## src/rtl/cycle_det_pkg.sv

```systemverilog
// Shared constants and helpers for the periodic-pattern detector.
// Imported by cycle_hist and cycle_det.
package cycle_det_pkg;

    localparam int DEF_WIDTH     = 8;
    localparam int DEF_MAX_LAG   = 8;
    localparam int DEF_CNT_W     = 8;
    localparam int DEF_FILL_GATE = 1;

    // Width needed to encode lag values 0..max_lag (0 is kept so it can be flagged illegal).
    function automatic int lag_w(input int max_lag);
        return $clog2(max_lag + 1);
    endfunction

    // Increment that holds at 2^w-1; callers cast the result back to w bits.
    function automatic logic [31:0] sat_inc(input logic [31:0] v, input int unsigned w);
        logic [31:0] mx;
        mx = (w >= 32) ? 32'hFFFF_FFFF : ((32'd1 << w) - 32'd1);
        return (v >= mx) ? mx : v + 32'd1;
    endfunction

endpackage

```

## src/rtl/cycle_hist.sv

```systemverilog
// Valid-gated sample history: hist[k] is the k-th most recent valid sample.
// Also tracks how many samples have arrived and returns the hist[lag] tap.
module cycle_hist
    import cycle_det_pkg::*;
#(
    parameter int WIDTH   = DEF_WIDTH,
    parameter int MAX_LAG = DEF_MAX_LAG,
    parameter int LAG_W   = lag_w(DEF_MAX_LAG)
) (
    input  logic             clk,
    input  logic             n_reset,
    input  logic             in_valid,
    input  logic [WIDTH-1:0] din,
    input  logic [LAG_W-1:0] lag,
    output logic [WIDTH-1:0] hist_tap,
    output logic [LAG_W-1:0] fill_cnt,
    output logic             hist_full
);

    logic [WIDTH-1:0] hist_q [1:MAX_LAG];
    logic [LAG_W-1:0] fill_cnt_q;
    logic [LAG_W-1:0] fill_cnt_d;
    logic             hist_full_q;

    always_comb begin
        fill_cnt_d = fill_cnt_q;
        if (in_valid && (fill_cnt_q != LAG_W'(MAX_LAG))) begin
            fill_cnt_d = fill_cnt_q + LAG_W'(1);
        end
    end

    always_ff @(posedge clk) begin
        if (!n_reset) begin
            for (int k = 1; k <= MAX_LAG; k++) begin
                hist_q[k] <= '0;
            end
            fill_cnt_q  <= '0;
            hist_full_q <= 1'b0;
        end else begin
            if (in_valid) begin
                hist_q[1] <= din;
                for (int k = 2; k <= MAX_LAG; k++) begin
                    hist_q[k] <= hist_q[k-1];
                end
            end
            fill_cnt_q  <= fill_cnt_d;
            hist_full_q <= (fill_cnt_d == LAG_W'(MAX_LAG));
        end
    end

    // Out-of-range lag returns zero; the compare is masked by lag_ok anyway.
    always_comb begin
        hist_tap = '0;
        for (int k = 1; k <= MAX_LAG; k++) begin
            if (lag == LAG_W'(k)) begin
                hist_tap = hist_q[k];
            end
        end
    end

    assign fill_cnt  = fill_cnt_q;
    assign hist_full = hist_full_q;

endmodule

```

## src/rtl/cycle_det.sv

```systemverilog
// Periodic-pattern detector: compares each valid sample with the one `lag` samples back,
// and reports a match pulse, a saturating run length and a threshold lock.
module cycle_det
    import cycle_det_pkg::*;
#(
    parameter int WIDTH     = DEF_WIDTH,
    parameter int MAX_LAG   = DEF_MAX_LAG,
    parameter int CNT_W     = DEF_CNT_W,
    parameter int FILL_GATE = DEF_FILL_GATE,
    localparam int LAG_W    = lag_w(MAX_LAG)
) (
    input  logic             clk,
    input  logic             n_reset,
    input  logic             in_valid,
    input  logic [WIDTH-1:0] din,
    input  logic [LAG_W-1:0] lag,
    input  logic [CNT_W-1:0] thresh,
    output logic             match,
    output logic [CNT_W-1:0] run_len,
    output logic             locked,
    output logic             hist_full,
    output logic             lag_err
);

    // in_valid has no back-pressure: every cycle with in_valid=1 delivers one sample
    // that is consumed on that clock edge; din is ignored when in_valid=0.

    logic [WIDTH-1:0] hist_tap;
    logic [LAG_W-1:0] fill_cnt;
    logic             lag_ok;
    logic             avail;
    logic             cmp;
    logic [CNT_W-1:0] run_len_inc;
    logic [CNT_W-1:0] run_len_d;
    logic [CNT_W-1:0] run_len_q;
    logic             locked_d;
    logic             locked_q;
    logic             match_q;
    logic             lag_err_q;
    logic [LAG_W-1:0] lag_q;

    cycle_hist #(
        .WIDTH   (WIDTH),
        .MAX_LAG (MAX_LAG),
        .LAG_W   (LAG_W)
    ) u_hist (
        .clk       (clk),
        .n_reset   (n_reset),
        .in_valid  (in_valid),
        .din       (din),
        .lag       (lag),
        .hist_tap  (hist_tap),
        .fill_cnt  (fill_cnt),
        .hist_full (hist_full)
    );

    always_comb begin
        lag_ok      = (lag != '0) && (lag <= LAG_W'(MAX_LAG));
        avail       = (FILL_GATE == 0) || (fill_cnt >= lag);
        cmp         = in_valid && lag_ok && avail && (din == hist_tap);
        run_len_inc = CNT_W'(sat_inc(32'(run_len_q), CNT_W));
        run_len_d   = run_len_q;
        // A lag change restarts the run even on idle cycles.
        if (lag != lag_q) begin
            run_len_d = cmp ? CNT_W'(1) : '0;
        end else if (in_valid) begin
            run_len_d = cmp ? run_len_inc : '0;
        end
        locked_d = (thresh != '0) && (run_len_d >= thresh);
    end

    always_ff @(posedge clk) begin
        if (!n_reset) begin
            match_q   <= 1'b0;
            run_len_q <= '0;
            locked_q  <= 1'b0;
            lag_err_q <= 1'b0;
            lag_q     <= '0;
        end else begin
            match_q   <= cmp;
            run_len_q <= run_len_d;
            locked_q  <= locked_d;
            lag_err_q <= !lag_ok;
            lag_q     <= lag;
        end
    end

    assign match   = match_q;
    assign run_len = run_len_q;
    assign locked  = locked_q;
    assign lag_err = lag_err_q;

endmodule

```

## config.mk

```make
export PLATFORM = sky130hd
export DESIGN_NAME = cycle_det
export DESIGN_NICKNAME = d
export VERILOG_FILES = /design/src/rtl/cycle_det_pkg.sv /design/src/rtl/cycle_hist.sv /design/src/rtl/cycle_det.sv
export SDC_FILE = /design/constraint.sdc
export NUM_CORES = 1
export LEC_CHECK = 0
export BUFFER_PORTS_ARGS = -buffer_cell sky130_fd_sc_hd__buf_2
export CAP_MARGIN = 20
export CORE_ASPECT_RATIO = 1.75
export CORE_UTILIZATION = 65
export CTS_CLUSTER_DIAMETER = 120
export DETAILED_ROUTE_END_ITERATION = 8
export GPL_ROUTABILITY_DRIVEN = 0
export PLACE_DENSITY_LB_ADDON = 0.08
export SYNTH_ARGS = -nofsm -noshare
export SYNTH_HDL_FRONTEND = slang
export SYNTH_HIERARCHICAL = 1
export SYNTH_SLANG_ARGS = --single-unit
```

## constraint.sdc

```tcl
create_clock -name clk -period 9.7 [get_ports clk]
set_input_delay 0.97 -clock clk [delete_from_list [all_inputs] [get_ports clk]]
set_output_delay 0.97 -clock clk [all_outputs]
set_load 0.02 [all_outputs]
```

Word level (Yosys, flattened, before mapping)
Memories as Yosys holds them, arrays and structs flattened.
Cells that the tools add are included.
- memories kept: 1
- output and inout bits: 12
- bits of input ports: 23
- register bits after elaboration: 20
- word-level logic and storage cells: 69
- memory bits (writable): 64
- eq/ne operators: 12
- mux-type cells: 26
- bitwise logic cells: 8
- add/subtract/negate cells: 2
- $lt $le $gt $ge: 4
- reductions and logical operators: 9
- memory list (name ; words ; width ; rd ports ; clocked after memory_dff ; write ports ; RTL line ; text):
    u_hist.hist_q ; 8 ; 8 ; 8 ; 0 ; 8 ; cycle_hist.sv:20 ; logic [WIDTH-1:0] hist_q [1:MAX_LAG];
- operators with widths (kind ; count):
    8-bit 2-to-1 mux ; 20
    4-bit by 3-bit equality test with 1-bit output (second input constant) ; 4
    8-bit by 1-bit adder with 8-bit output (second input constant) ; 1
    4-bit by 2-bit equality test with 1-bit output (second input constant) ; 2
    4-bit equality test (second input constant) ; 2
    8-bit equality test ; 1
    8-bit greater-or-equal comparator ; 1
    8-bit greater-or-equal comparator (second input constant) ; 1
    1-bit bitwise OR ; 8
    8-bit nonzero test ; 1
    1-bit logical AND ; 6
    1-bit 2-to-1 mux ; 5
    4-bit by 1-bit adder with 4-bit output (second input constant) ; 1
    4-bit by 1-bit equality test with 1-bit output (second input constant) ; 1
    4-bit greater-or-equal comparator ; 1
    4-bit less-or-equal comparator (second input constant) ; 1
    4-bit 2-to-1 mux ; 1
    4-bit inequality test ; 1
    4-bit inequality test (second input constant) ; 1
    4-bit nonzero test ; 1
    1-bit logical NOT ; 1

Longest topological paths before layout
Gate-level depths: netlist (run 1).
- depth in word-level cells: 16
- gate-level depth with buffers: 17
- depth with buffers taken out: 15

Cells and area by module
Netlist (run 1), hierarchy kept.
- by module, submodules not included (module ; seq. area each (um^2) ; area an instance (um^2) ; cells each ; times used):
    cycle_hist ; 2021.9 ; 3301.9 ; 267 ; 1
    cycle_det ; 300.3 ; 1172.4 ; 142 ; 1

Least setup slack after synthesis (run 1)
No wires, ideal clock.
- path kind: in2reg
- start point: input port lag[0]
- end point: register locked_q (netlist: locked)
- path slack: 5893 ps
- arrival: 3686 ps
- required time: 9578 ps
- buffers on the path: 2
- stages: 16
- path through: buf_6 or4b_4 buf_6 o21ai_1 o221ai_1 xnor2_1 nand4_1 nor4_4 nand3_1 and2_1 ha_1 nand2b_1 a21oi_1 nor2b_1 o21ai_0 a21oi_1
- cells in the longest elaborated chain, start to end: 16
- elaborated cells on any way between the ends: 31
- those cells by class: 3 x order compare; 10 x eq/ne; 12 x mux; 6 x reduce/logical
- ends and longest elaborated chain (what ; RTL line ; text):
    from (decl) ; cycle_det.sv:16 ; input logic [LAG_W-1:0] lag,
    4-bit by 1-bit equality test with 1-bit output ; cycle_hist.sv:55 ; if (lag == LAG_W'(k)) begin
    8-bit 2-to-1 mux (7 in a row) ; cycle_hist.sv:55 ;
    8-bit 2-to-1 mux (*) ; cycle_hist.sv:55 ;
    named net hist_tap[3] ; cycle_det.sv:28 ; logic [WIDTH-1:0] hist_tap;
    8-bit equality test (*) ; cycle_det.sv:60 ; cmp = in_valid && lag_ok && avail && (din == hist_tap);
    1-bit logical AND (*) ; cycle_det.sv:60 ;
    8-bit 2-to-1 mux ; cycle_det.sv:67 ; run_len_d = cmp ? run_len_inc : '0;
    8-bit 2-to-1 mux ; cycle_det.sv:66 ; end else if (in_valid) begin
    8-bit 2-to-1 mux (*) ; cycle_det.sv:64 ; if (lag != lag_q) begin
    8-bit greater-or-equal comparator (*) ; cycle_det.sv:69 ; locked_d = (thresh != '0) && (run_len_d >= thresh);
    1-bit logical AND (*) ; cycle_det.sv:69 ;
    to (signal assigned) ; cycle_det.sv:82 ; locked_q <= locked_d;
    to (decl) ; cycle_det.sv:37 ; logic locked_q;
The timed path passes the listed nets; every way through them passes the cells marked *.
A chain may end at the register's enable or synchronous reset.

Final worst setup path (run 1)
Same ends and word-level chain as after synthesis.

==> impl_metrics.tcl, run 1 <==
set metrics [dict create \
    die_y_um 112 \
    p_clk_share_pct 40.2 \
    grt_pass1_wl_um 15700 \
    ys_warn_count 6 \
    clkSlewWorstSetupHoldPaths_ns 0.06 \
    powerDensity_nw_per_um2 169 \
    ant_nets 0 \
    endpoint_kind "flop" \
    worst_pin_slew_ns 0.921 \
    place_area_sq_um 4640 \
    cts_tree "built" \
    tns_ns 0 \
    crit_fanout 48 \
    drive_gt1_share_pct 14.6 \
    seq_area_sq_um 2320 \
    synth_top_cell_area_share_pct 43.0 \
    swShare_pct 23.1 \
    ys_seq_area_share_pct 51.9 \
    nFillCells 463 \
    core_sq_um 6590 \
    antenna_cells 0 \
    syn_area_per_cell_sq_um 10.9 \
    wl_um 9800 \
    start_kind "primary input" \
    rr_startpoint "u_hist/hist_q[0][19]" \
    crit_end "locked" \
    timing.final.crit_share_pct 47.3 \
    path_class "in -> reg" \
    io_pins 35 \
    critical_path_required_ns 9.92 \
    power.total_uw 835 \
    drv_slew 0 \
    cts_setup_buffers 0 \
    intPower_uw 642 \
    cts-hold-fix-buffers 0 \
    timing.rr.end "locked" \
    ir_drop_mv 0.149 \
    nets 470 \
    area_growth_pct 10.5 \
    synth_cells 409 \
    async_flop_share_pct 0 \
    grt_max_degree 83 \
    die-area_sq_um 7230 \
    hpwl_um 6240 \
    seq_power_share_pct 50.4 \
    max_freq_mhz 218 \
    synth.area.top_cells "edfxtp_1, and3_1, dfxtp_1, ha_1, o221ai_1" \
    hp-class "reg -> reg" \
    setup_violations 0 \
    synth_fp_nets 447 \
    synth_top_cell_by_area "edfxtp_1" \
    post-place-ws_ns 4.85 \
    initial_core_util_pct 67.9 \
    dr.pass1.iters 5 \
    die_w_um 64.7 \
    p_sw_uw 193 \
    synth-edff-count 64 \
    cts_resized 0 \
    antenna_found_initial 0 \
    via_count 3400 \
    setup_slack_ns 5.11 \
    avgRoutedWirePerCell_um 18.9 \
    htreeDepth 3 \
    io_buffers 34 \
    multi_input_area_sq_um 1980 \
    power_frac_comb_pct 9.5 \
    max_cap_viol_count 0 \
    r2r_slack_ns 6.53 \
    final_area_sq_um 4940 \
    hold_violations 0 \
    clockBufferDepth 2 \
    synth_seq_cells 84 \
    clk-insertion-delay-late_ns 0.34 \
    clock_sinks 84 \
    grt_pass1_vias 3246 \
    r2r.worst_path.cells 14 \
    syn_area_sq_um 4470 \
    post-route-drc-count 0 \
    synth_cell_types 48 \
    crit_arrival_ns 4.81 \
    synth_ff_type "edfxtp_1" \
    period_minus_slack_ns 4.59 \
    drt-vias-per-instance 6.55 \
    drt_iter0_markers 254 \
    numCtsBuffers 9 \
    leakage_nw 2.16 \
    finalClockSkew_ns 0.00535 \
    rows 39 \
    grt_overflow 0 \
    clockRootBuffer "clkbuf_16" \
    status "complete, no violations" \
    rsz0062_at_grt "no" \
    worstSetupStartpoint "lag[0]" \
    grt_usage_pct 28.9 \
    slew_headroom_pct 38.6 \
]
cells in the mapped netlist (all sizes together) (3+ instances only):
master,number
xnor2,16
o21ai,12
o221ai,16
clkbuf,18
nor2,17
a2bb2oi,8
a21oi,21
mux2i,9
ha,15
a21boi,5
dfxtp,20
o211ai,3
buf,7
o22a,8
nor2b,3
and2,8
nor3,3
nand3,9
and3,66
nand2,32
nand4,4
edfxtp,64
nand2b,8
inv,13
o21a,3
nor4,4
worst min path at each step:
stage / start / endpoint / slack, ns / depth (start not counted)
global route: run_len[7] / run_len[7] / 0.59 / 2
global placement: run_len[6] / run_len[6] / 0.54 / 2
finish: run_len[1] / run_len[1] / 0.56 / 2
floorplan: u_hist/hist_q[0][40] / u_hist/hist_q[0][48] / 0.55 / 1
CTS: run_len[6] / run_len[6] / 0.56 / 2
detailed placement: run_len[6] / run_len[6] / 0.55 / 2
sequential cells by signal, indices dropped and copies added, names as in the netlist:
| register | flops |
|---|---|
| u_hist/hist_full | 1 |
| u_hist/hist_q | 64 |
| locked | 1 |
| u_hist/fill_cnt | 4 |
| match | 1 |
| lag_q | 4 |
| run_len | 8 |
| lag_err | 1 |
power groups by stage:
stage	combinational, mW	clock (mW)	sequential, mW
6_report	0.0790	0.336	0.421
5_1_grt	0.0861	0.354	0.423
4_1_cts	0.0787	0.340	0.420
3_5_place_dp	0.0776	0	0.428
3_3_place_gp	0.0751	0	0.428
2_1_floorplan	0.0578	0	0.423
worst max-delay path: stages:
cell and delay (ns):
buf_2 0.69, nand2_1 0.42, o221ai_1 0.26, o22a_1 0.18
o221ai_1 0.12, xnor2_1 0.21, nand4_1 0.22, nor4_4 0.47
nand3_1 0.20, and2_1 0.20, ha_1 0.26, nand2b_1 0.14
a21oi_1 0.14, nor2b_1 0.06, o21ai_0 0.15, a21oi_1 0.10
routing by layer:
metal | track usage, % | routed length, um | vias to the layer above
li1 | - | - | 1591
met1 | 36.6 | 4020 | 1625
met2 | 45.8 | 4900 | 159
met3 | 6.45 | 575 | 25
met4 | 14.5 | 310 | 0
met5 | 0 | 0 | -
through the flow:
| step | std cells | hold slack, ns | utilization, % |
|---|---|---|---|
| floorplan | 409 | 0.547 | - |
| global placement | 503 | 0.538 | 70.5 |
| detailed placement | 503 | 0.545 | 70.5 |
| CTS | 519 | 0.560 | 75.0 |
| global route | 519 | 0.593 | 75.0 |
| finish | 519 | 0.560 | 75.0 |
area by class of cell:
class / count / share of cell area, %
multi-input combinational: 287 / 40.0
clock inverter: 3 / 0.354
clock buffer: 13 / 5.69
timing repair buffer: 37 / 3.90
tap: 82 / 2.08
inverter: 13 / 0.987
sequential: 84 / 47.0
placed cells by master, fill, tap and decap left out, types with 4 or more instances in the layout:
master,instances
nand3_1,9
nor2_1,17
inv_1,13
o21ai_1,9
and3_1,66
o221ai_1,16
edfxtp_1,64
ha_1,15
a21boi_1,5
nand2_1,32
mux2i_1,9
dfxtp_1,20
o22a_1,8
nand4_1,4
a21oi_1,21
and2_1,8
nand2b_1,6
clkbuf_16,10
buf_2,34
xnor2_1,16
a2bb2oi_1,8
cells by family after synthesis:
logic type	synth area share, %
compound gates	12.8
xor+xnor	3.33
fa+ha+maj	4.19
buf+inv	3.94
flops	51.9
mux	2.27
simple gates	21.5
Power figures use the tool's default switching activity.
==> run 2: changes to the inputs <==
--- a/config.mk
+++ b/config.mk
@@ -8,7 +8,7 @@
 export BUFFER_PORTS_ARGS = -buffer_cell sky130_fd_sc_hd__buf_2
 export CAP_MARGIN = 20
 export CORE_ASPECT_RATIO = 1.75
-export CORE_UTILIZATION = 65
+export CORE_UTILIZATION = 54
 export CTS_CLUSTER_DIAMETER = 120
 export DETAILED_ROUTE_END_ITERATION = 8
 export GPL_ROUTABILITY_DRIVEN = 0
==> constraint.sdc (replaced) <==
create_clock -name clk -period 4.1 [get_ports clk]
set_input_delay 0.41 -clock clk [delete_from_list [all_inputs] [get_ports clk]]
set_output_delay 0.41 -clock clk [all_outputs]
set_load 0.02 [all_outputs]
==> run 2 against run 1 <==
Against the previous run:
- the flow now finishes with violations (design-rule violations)
- worst hold slack got worse by 0.16 ns
- register-to-register slack worse by 5.5 ns
- clock power rose by 120%
- sequential cell count did not move
- sequential power grew 140%
- sequential share of layout area fell by 0.34 points
- non-clock buffer count rose by 7
- cell count increased by 2.9%
- highest routed layer unchanged
==> impl_metrics.tcl, run 2 (synthesis gave the netlist of run 1 again) <==
set metrics [dict create \
    timing.final.crit_share_pct 83.8 \
    slew_headroom_pct 56.8 \
    antenna_cells 0 \
    cp.buffers_inverters 1 \
    cts_setup_buffers 0 \
    grt_pass1_wl_um 16300 \
    worstPathCellList "buf_2 > nand2_1 > o221ai_1 > o22a_1 > o221ai_1 > xnor2_1 > nand4_1 > nor4_2 > o211ai_1 > a21oi_1 > ha_1 > a21oi_1 > nor2b_1 > o21ai_0 > a21oi_1" \
    regMostFlops "u_hist/hist_q" \
    ir_drop_mv 0.391 \
    min-delay-start "lag[1]" \
    placedCellCount 518 \
    cp_top_family "compound AO/OA/AOI/OAI gates" \
    clkSlewWorstSetupHoldPaths_ns 0.06 \
    drt_iter0_markers 248 \
    slowest_stage "nor4_2" \
    post-route-drc-count 12 \
    timing.rr.end "locked" \
    place_area_sq_um 4710 \
    grt_pass1_vias 3284 \
    max_freq_mhz 291 \
    final_cell_mix "and3_1, edfxtp_1, buf_2" \
    path_class "in -> reg" \
    rows 43 \
    grt_max_degree 83 \
    nets 477 \
    hpwl_um 6650 \
    hp-class "in -> reg" \
    numCtsBuffers 9 \
    wl_um 9820 \
    die-area_sq_um 8670 \
    grt_usage_pct 24.9 \
    hold_end "lag_q[1]" \
    max_cap_viol_count 0 \
    cts-hold-fix-buffers 0 \
    avgRoutedWirePerCell_um 18.4 \
    final_common_cell "and3_1" \
    rr_startpoint "u_hist/hist_q[0][15]" \
    setup_violations 0 \
    clockRootBuffer "clkbuf_16" \
    antenna_found_initial 0 \
    cts_resized 0 \
    die_w_um 70.8 \
    violations "design-rule violations" \
    setup_slack_ns 0.665 \
    crit_arrival_ns 3.66 \
    status "complete, but fails checks" \
    r2r.worst_path.cells 13 \
    critPathMaxStageDelay_ns 0.54 \
    htreeDepth 3 \
    endpoint_kind "flop" \
    drv_slew 0 \
    period_minus_slack_ns 3.43 \
    hold_violations 0 \
    leakage_nw 2.18 \
    die_y_um 122 \
    drt-vias-per-instance 6.19 \
    ant_nets 0 \
    io_buffers 34 \
    io_pins 35 \
    finalClockSkew_ns 0.00601 \
    r2r_slack_ns 1.00 \
    multi_input_area_sq_um 1980 \
    post-place-ws_ns 0.314 \
    critical_path_required_ns 4.33 \
    clock_sinks 84 \
    largest_reg_flops 64 \
    clk-insertion-delay-late_ns 0.34 \
    area_growth_pct 11.3 \
    via_count 3305 \
    hold_depth 2 \
    worst_pin_slew_ns 0.648 \
    nFillCells 666 \
    crit_top_cell "a21oi_1" \
    core_sq_um 7960 \
    dr.pass1.iters 7 \
    crit_fanout 18 \
    initial_core_util_pct 56.2 \
    powerDensity_nw_per_um2 387 \
    tns_ns 0 \
    start_kind "primary input" \
    grt_overflow 0 \
    drive_gt1_share_pct 15.3 \
    cts_tree "built" \
    finalNonFillerCells 534 \
    clockBufferDepth 2 \
    rsz0062_at_grt "no" \
    seq_area_sq_um 2320 \
    final_area_sq_um 4980 \
]
run 2: changes by cell type in the layout (fill, tap and decap cells not counted):
cell / previous run / this run
clkinv_1: 0 / 2
buf_4: 3 / 10
clkbuf_16: 10 / 9
clkinvlp_4: 1 / 0
clkbuf_1: 1 / 2
clkinv_2: 2 / 1
run 2: final cells by class:
class                           count  area share (%)
Sequential cell                    84            46.6
Clock buffer                       13            5.23
Clock inverter                      3           0.251
Timing Repair Buffer               44            4.92
Multi-Input combinational cell    287            39.7
Tap cell                           90            2.26
Inverter                           13           0.980
run 2: worst max path at each step:
| stage | from | to | slack, ns | cells past startpoint |
|---|---|---|---|---|
| detailed placement | lag[0] | locked | 0.31 | 15 |
| finish | lag[0] | locked | 0.67 | 15 |
| floorplan | lag[0] | locked | 0.85 | 16 |
| global route | lag[0] | locked | 0.38 | 15 |
| CTS | lag[0] | locked | 0.67 | 15 |
| global placement | lag[1] | locked | 0.37 | 16 |
run 2: per-stage QoR:
| step | util, % | power (mW) | hold slack [ns] |
|---|---|---|---|
| final | 62.5 | 1.93 | 0.404 |
| after global routing | 62.5 | 2.00 | 0.419 |
| after CTS | 62.5 | 1.95 | 0.390 |
| after detailed placement | 59.1 | 1.20 | 0.544 |
| after global placement | 59.1 | 1.20 | 0.535 |
| after floorplan | - | 1.14 | 0.532 |
run 2: power breakdown:
part           internal, mW  total (mW)  switching [mW]  leakage (nW)
clock                 0.438       0.742           0.304         0.135
combinational        0.0790       0.190           0.111          1.18
sequential            0.966       0.995          0.0291         0.870
run 2: per-layer routing:
metal  up-vias  wire length (um)  GRT usage (%)
li1       1608                 -              -
met1      1617              4150           30.8
met2        74              5160           42.8
met3         6               398           4.60
met4         0               110           9.75
met5         -                 0              0
